$ cat config.mk
export PLATFORM = sky130hd
export DESIGN_NAME = led_bank_arbiter_flat
export DESIGN_NICKNAME = d
export VERILOG_FILES = /design/src/rtl/led_pkg.sv /design/src/rtl/led_bank_arbiter_if.sv /design/src/rtl/led_prio_enc.sv /design/src/rtl/led_bank_arbiter.sv /design/src/flat_wrapper.sv
export SDC_FILE = /design/constraint.sdc
export NUM_CORES = 1
export LEC_CHECK = 0
export CAP_MARGIN = 20
export CORE_ASPECT_RATIO = 0.7
export CORE_UTILIZATION = 46
export CTS_CLUSTER_SIZE = 12
export DETAILED_ROUTE_END_ITERATION = 7
export GPL_ROUTABILITY_DRIVEN = 0
export PLACE_DENSITY = 0.85
export SLEW_MARGIN = 20
export SYNTH_ARGS = -nofsm -noshare
export SYNTH_HDL_FRONTEND = slang
export SYNTH_HIERARCHICAL = 1
export SYNTH_SLANG_ARGS = --single-unit
export TNS_END_PERCENT = 30
$ cat constraint.sdc
create_clock -name clock -period 4.6 [get_ports clock]
set_input_delay 0.92 -clock clock [delete_from_list [all_inputs] [get_ports clock]]
set_output_delay 0.92 -clock clock [all_outputs]
set_load 0.01 [all_outputs]
$ cat src/rtl/led_pkg.sv
// Shared types and sizing helpers for the LED bank arbiter slice.
package led_pkg;

    localparam int NLED_DEFAULT = 12;

    typedef enum logic [1:0] {
        IDLE  = 2'd0,
        BLANK = 2'd1,
        HOLD  = 2'd2,
        OPEN  = 2'd3
    } led_state_e;

    // Width able to hold MIN_DWELL-1; never narrower than one bit.
    function automatic int dwell_width(input int min_dwell);
        return (min_dwell > 1) ? $clog2(min_dwell) : 1;
    endfunction

    function automatic int index_width(input int n);
        return (n > 1) ? $clog2(n) : 1;
    endfunction

endpackage

$ cat src/rtl/led_bank_arbiter_if.sv
// Bundle between the pattern sources (master) and the LED bank arbiter (slave).
interface led_bank_arbiter_if
    import led_pkg::*;
#(
    parameter int NREQ = 4,
    parameter int NLED = NLED_DEFAULT
);
    localparam int OW = index_width(NREQ);

    logic [NREQ-1:0]      req;
    logic [NREQ*NLED-1:0] pat;
    logic [NLED-1:0]      leds;
    logic [OW-1:0]        owner;
    logic                 owner_valid;
    logic                 switch_pulse;

    modport master (
        output req, pat,
        input  leds, owner, owner_valid, switch_pulse
    );

    modport slave (
        input  req, pat,
        output leds, owner, owner_valid, switch_pulse
    );

endinterface

$ cat src/rtl/led_prio_enc.sv
// Masked fixed-priority encoder; the lowest set index wins.
module led_prio_enc
    import led_pkg::*;
#(
    parameter int NREQ = 4,
    parameter int IW   = index_width(NREQ)
) (
    input  logic [NREQ-1:0] req,
    input  logic [NREQ-1:0] mask,
    output logic            any,
    output logic [IW-1:0]   idx
);

    always_comb begin
        any = 1'b0;
        idx = '0;
        for (int i = NREQ - 1; i >= 0; i--) begin
            if (req[i] && mask[i]) begin
                any = 1'b1;
                idx = IW'(i);
            end
        end
    end

endmodule

$ cat src/rtl/led_bank_arbiter.sv
// Fixed-priority owner of the front-panel LED bank with minimum dwell and a
// one-cycle dark gap on every handover.
module led_bank_arbiter
    import led_pkg::*;
#(
    parameter int NREQ      = 4,
    parameter int NLED      = NLED_DEFAULT,
    parameter int MIN_DWELL = 1024
) (
    input  logic               clock,
    input  logic               reset,
    led_bank_arbiter_if.slave  bus
);

    localparam int OW = index_width(NREQ);
    localparam int DW = dwell_width(MIN_DWELL);

    led_state_e       state_q, state_d;
    logic [OW-1:0]    owner_q, owner_d;
    logic [DW-1:0]    cnt_q, cnt_d;

    logic [NLED-1:0]  leds_p1;
    logic             vld_p1;
    logic             pulse_p1;

    logic [NLED-1:0]  pat_arr [NREQ];
    logic [NREQ-1:0]  higher_mask;
    logic             hi_any, top_any;
    logic [OW-1:0]    hi_idx, top_idx;

    for (genvar g = 0; g < NREQ; g++) begin : g_pat
        assign pat_arr[g] = bus.pat[g*NLED +: NLED];
    end

    always_comb begin
        higher_mask = '0;
        for (int i = 0; i < NREQ; i++) begin
            higher_mask[i] = (i < int'(owner_q));
        end
    end

    // Anyone outranking the current owner.
    led_prio_enc #(.NREQ(NREQ), .IW(OW)) u_enc_higher (
        .req  (bus.req),
        .mask (higher_mask),
        .any  (hi_any),
        .idx  (hi_idx)
    );

    // Highest request overall; in OPEN it only matters once the owner and
    // everything above it are quiet, so it then yields the best lower source.
    led_prio_enc #(.NREQ(NREQ), .IW(OW)) u_enc_top (
        .req  (bus.req),
        .mask ({NREQ{1'b1}}),
        .any  (top_any),
        .idx  (top_idx)
    );

    always_comb begin
        state_d = state_q;
        owner_d = owner_q;
        cnt_d   = cnt_q;
        unique case (state_q)
            IDLE: begin
                if (top_any) begin
                    state_d = BLANK;
                    owner_d = top_idx;
                end
            end
            BLANK: begin
                state_d = HOLD;
                cnt_d   = DW'(MIN_DWELL - 1);
            end
            HOLD: begin
                if (cnt_q == '0) state_d = OPEN;
                else             cnt_d   = cnt_q - 1'b1;
            end
            OPEN: begin
                if (hi_any) begin
                    state_d = BLANK;
                    owner_d = hi_idx;
                end else if (bus.req[owner_q]) begin
                    state_d = OPEN;
                end else if (top_any) begin
                    state_d = BLANK;
                    owner_d = top_idx;
                end else begin
                    state_d = IDLE;
                    owner_d = '0;
                end
            end
            default: begin
                state_d = IDLE;
                owner_d = '0;
            end
        endcase
    end

    // Output stage: drive decided from the next state so all pins are flops.
    always_ff @(posedge clock) begin
        if (reset) begin
            state_q  <= IDLE;
            owner_q  <= '0;
            cnt_q    <= '0;
            leds_p1  <= '0;
            vld_p1   <= 1'b0;
            pulse_p1 <= 1'b0;
        end else begin
            state_q  <= state_d;
            owner_q  <= owner_d;
            cnt_q    <= cnt_d;
            vld_p1   <= (state_d == HOLD) || (state_d == OPEN);
            pulse_p1 <= (state_d == BLANK);
            leds_p1  <= ((state_d == HOLD) || (state_d == OPEN)) ? pat_arr[owner_d] : '0;
        end
    end

    assign bus.leds         = leds_p1;
    assign bus.owner        = owner_q;
    assign bus.owner_valid  = vld_p1;
    assign bus.switch_pulse = pulse_p1;

endmodule

$ cat src/flat_wrapper.sv
// flat-port wrapper written by rule: the top's interface ports become plain ports
module led_bank_arbiter_flat import led_pkg::*;
#(
    parameter int NREQ      = 4,
    parameter int NLED      = NLED_DEFAULT,
    parameter int MIN_DWELL = 1024
)
  (clock, reset, bus_req, bus_pat, bus_leds, bus_owner, bus_owner_valid, bus_switch_pulse);
  led_bank_arbiter_if #(.NREQ(NREQ), .NLED(NLED)) bus_i ();
  input  logic clock;
  input  logic reset;
  input wire logic [$bits(bus_i.req)-1:0] bus_req;
  input wire logic [$bits(bus_i.pat)-1:0] bus_pat;
  output wire logic [$bits(bus_i.leds)-1:0] bus_leds;
  output wire logic [$bits(bus_i.owner)-1:0] bus_owner;
  output wire logic [$bits(bus_i.owner_valid)-1:0] bus_owner_valid;
  output wire logic [$bits(bus_i.switch_pulse)-1:0] bus_switch_pulse;
  assign bus_i.req = bus_req;
  assign bus_i.pat = bus_pat;
  assign bus_leds = bus_i.leds;
  assign bus_owner = bus_i.owner;
  assign bus_owner_valid = bus_i.owner_valid;
  assign bus_switch_pulse = bus_i.switch_pulse;
  led_bank_arbiter #(.NREQ(NREQ), .NLED(NLED), .MIN_DWELL(MIN_DWELL)) u_core (.clock(clock), .reset(reset), .bus(bus_i));
endmodule
==> summary.md <==
| Metric | Value |
|---|---|
| Final Skew | `0.00644 ns` |
| Insertion delay to the later sink of the worst-skew pair | `between 0.2 and 0.3 ns` |
| Avg Vias per Cell | `5.26` |
| CP endpoint kind | `flip-flop` |
| Area contributors post-synth | `dfxtp_1, mux2i_1, o22ai_1, ha_1, a21oi_1` |
| Vias in the first global route | `1604` |
| Area grow syn2layout | `45.7%` |
| Final setup violation count | `0` |
| Core area | `0.00351 mm^2` |
| Final instance count without filler cells | `309` |
| Number of flops mapped to enable cells by yosys | `0` |
| Post-synthesis sequential area ratio | `approximately a third` |
| #FFs+latches synth | `27` |
| Fin Hold WS | `0.518 ns` |
| Row count | `18` |
| Mapped Area | `0.00169 mm^2` |
| Placed cells | `~310` |
| Routed WL | `between 4000 and 5000 um` |
| Routed WL per cell | `13.7 um` |
| Syn. warnings | `6` |
| Arr. time, crit path | `3.33 ns` |
| Final setup slack of the worst path | `between 1 and 1.5 ns` |
| Min cycle time layout | `about 3.2 ns` |
| Maxcap violations | `0` |
| Top FF cell, synth | `dfxtp_1` |
| CP cell instances | `clkdlybuf4s50_1 -> a22oi_2 -> nand2_1 -> and3b_1 -> a2111oi_0 -> nor3_1 -> nand2b_1 -> o22ai_1` |
| Max incr delay on CP | `0.61 ns` |
| Syn_area_per_cell | `9.12 um^2` |
| Critical Path Start Type | `primary input` |
| Clock tree sinks | `27` |
| Iter 0 DRT Violations | `172` |
| Crit path from | `bus_req[1]` |
| CTS clk-pin slew, worst paths | `~0.10 ns` |
| Final hold vios | `0` |
| Final worst path period share | `69.1%` |
| Final Max Slew Viols | `0` |
| Status | `finished clean` |
| VDD IR-drop max | `237 uV` |
| Crit Path Max Fanout | `12` |
| PwrDens | `between 400 and 500 mW/mm^2` |
| Hold_buf cts | `0` |
| Root Driver | `clkbuf_8` |
| Class of the worst hold path | `reg -> reg` |
| Min-delay src | `u_core/cnt_q[0]$_SDFFE_PP0P_` |
| Antenna diodes | `0` |
| TritonCTS clock tree | `built` |
| DR pass1 iterations | `4` |
| Fmax | `314 MHz` |
| Yosys cell types | `48` |
| Post-DP HPWL | `3390 um` |
| Final TNS setup | `0 ns` |
| RSZ-0062 raised after global routing | `false` |
| Largest net degree at the start of global routing | `26` |
| Initial antenna violation count | `0` |
| CP Class | `in -> reg` |
| Top-count cell post-synth | `dfxtp_1` |
| Cts repair resizes | `0` |
| Lkg Pwr | `1.06 nW` |
| Total power | `0.00122 W` |
| First-pass GRT wire length | `about 7100 um` |
| Setup Fix Bufs, Post-CTS | `0` |
| Die width | `74.4 um` |
| Worst Tran Pin Value | `0.606 ns` |
| Most instantiated cells after synthesis | `dfxtp_1, mux2i_1, a21oi_1, o22ai_1, nand2_1` |
| Die ar. | `between 0.003 and 0.004 mm^2` |
| Post-Synthesis Cells | `between 150 and 200` |
| Clock tree buffer depth | `2` |
| Share of cells above drive strength 1 | `between 6 and 7%` |
| Total gr overflow | `0` |
| Relative slew margins | `roughly three fifths` |
| Post-synthesis async set-or-reset flop share | `0%` |
| DP Worst Slack | `1.16 ns` |
| Die Ht | `52.7 um` |
| H-Tree Depth | `1` |
| Residual DRC | `0` |
| Worst Path Required | `4.75 ns` |
| R2R Setup Slk | `roughly 1.9 ns` |
| Yosys top cell area share | `32.0%` |
| Vias | `1626` |
| Top Ports | `70` |
| Layout Nets | `320` |
| ANT nets after route | `0` |
| RR Startpoint | `u_core/state_q[0]$_SDFF_PP0_` |
| Critical-path top delay cell | `clkdlybuf4s50_1` |
| Overall routing resource usage | `a little under a quarter` |
| Number of buffers added on ports | `between 60 and 70` |
| Total CTS buffers | `3` |
| Area leader, netlist | `dfxtp_1` |
| Initial Util | `48.0%` |
-- power breakdown --
| group | internal, W | switching (W) | total [W] |
|---|---|---|---|
| Sequential | 0.000322 | 0.0000777 | 0.000400 |
| Combinational | 0.000341 | 0.000337 | 0.000678 |
| Clock | 0.0000636 | 0.0000780 | 0.000142 |
| Total | 0.000727 | 0.000492 | 0.00122 |
-- cell usage in the layout, fill, tap and decap left out, types with 2 or more instances in the layout --
cell type	netlist	layout
nor2b_1	6	6
nor3b_1	2	2
nand2b_1	2	2
clkdlybuf4s50_1	0	69
a21oi_1	13	13
a311oi_1	2	2
inv_1	7	7
o22ai_1	13	13
or2_2	2	2
or3_1	2	2
a22oi_2	2	2
dfxtp_1	27	27
conb_1	2	10
a32oi_1	2	2
nor3_1	7	7
and2_1	2	2
ha_1	6	6
xnor2_1	3	3
nor2_1	10	10
clkbuf_8	1	3
a22oi_1	2	2
nand2_1	11	11
mux2i_1	26	26
o21ai_0	6	6
-- per-stage QoR --
| step | area [um^2] | util [%] |
|---|---|---|
| global route | 2460 | 70.0 |
| CTS | 2460 | 70.0 |
| finish | 2460 | 70.0 |
| global placement | 2410 | 68.6 |
| detailed placement | 2410 | 68.6 |
| floorplan | 1720 | - |
-- flip-flops by register name, summed over array words and instances (netlist names) --
name / flops
u_core/bus.owner: 2
u_core/cnt_q: 10
u_core/bus.switch_pulse: 1
u_core/state_q: 2
u_core/bus.leds: 12
-- routing by layer --
layer	wire [um]	vias up	global-route usage (%)
met5	0	-	0
met4	14	0	3.77
met3	356	4	7.88
met2	2030	55	41.1
met1	1850	743	28.7
li1	-	824	-
-- layout make-up --
class	count	area (um^2)
Inverter	7	26.3
Fill cell	297	1050
Multi-Input combinational cell	151	1080
Clock buffer	3	41.3
Sequential cell	27	541
Tap cell	50	62.6
Clock inverter	1	8.76
Timing Repair Buffer	70	698
-- logic make-up after synthesis --
| group | share of synthesized area (%) |
|---|---|
| flip-flops | 32.0 |
| other | 0.445 |
| adder cells (fa/ha/maj) | 4.45 |
| multiplexers | 17.0 |
| XOR/XNOR | 1.56 |
| AND/OR/NAND/NOR | 17.8 |
| AO/OA/AOI/OAI | 21.1 |
| buffers and inverters | 5.63 |
-- critical path, delay by kind of cell --
family	cells	cell delay, ns
buffers and inverters	1	0.61
AND/OR/NAND/NOR	4	0.90
AO/OA/AOI/OAI	3	0.89
-- path summary, 6_finish.rpt --
path	endpoint	depth (start not counted)
hold reg to reg	u_core/cnt_q[0]$_SDFFE_PP0P_	2
hold / removal	u_core/cnt_q[0]$_SDFFE_PP0P_	2
setup reg to reg	u_core/bus.leds[8]$_SDFF_PP0_	7
setup / recovery	u_core/bus.leds[8]$_SDFF_PP0_	8
Note: power is estimated with default switching activity, not from simulation.
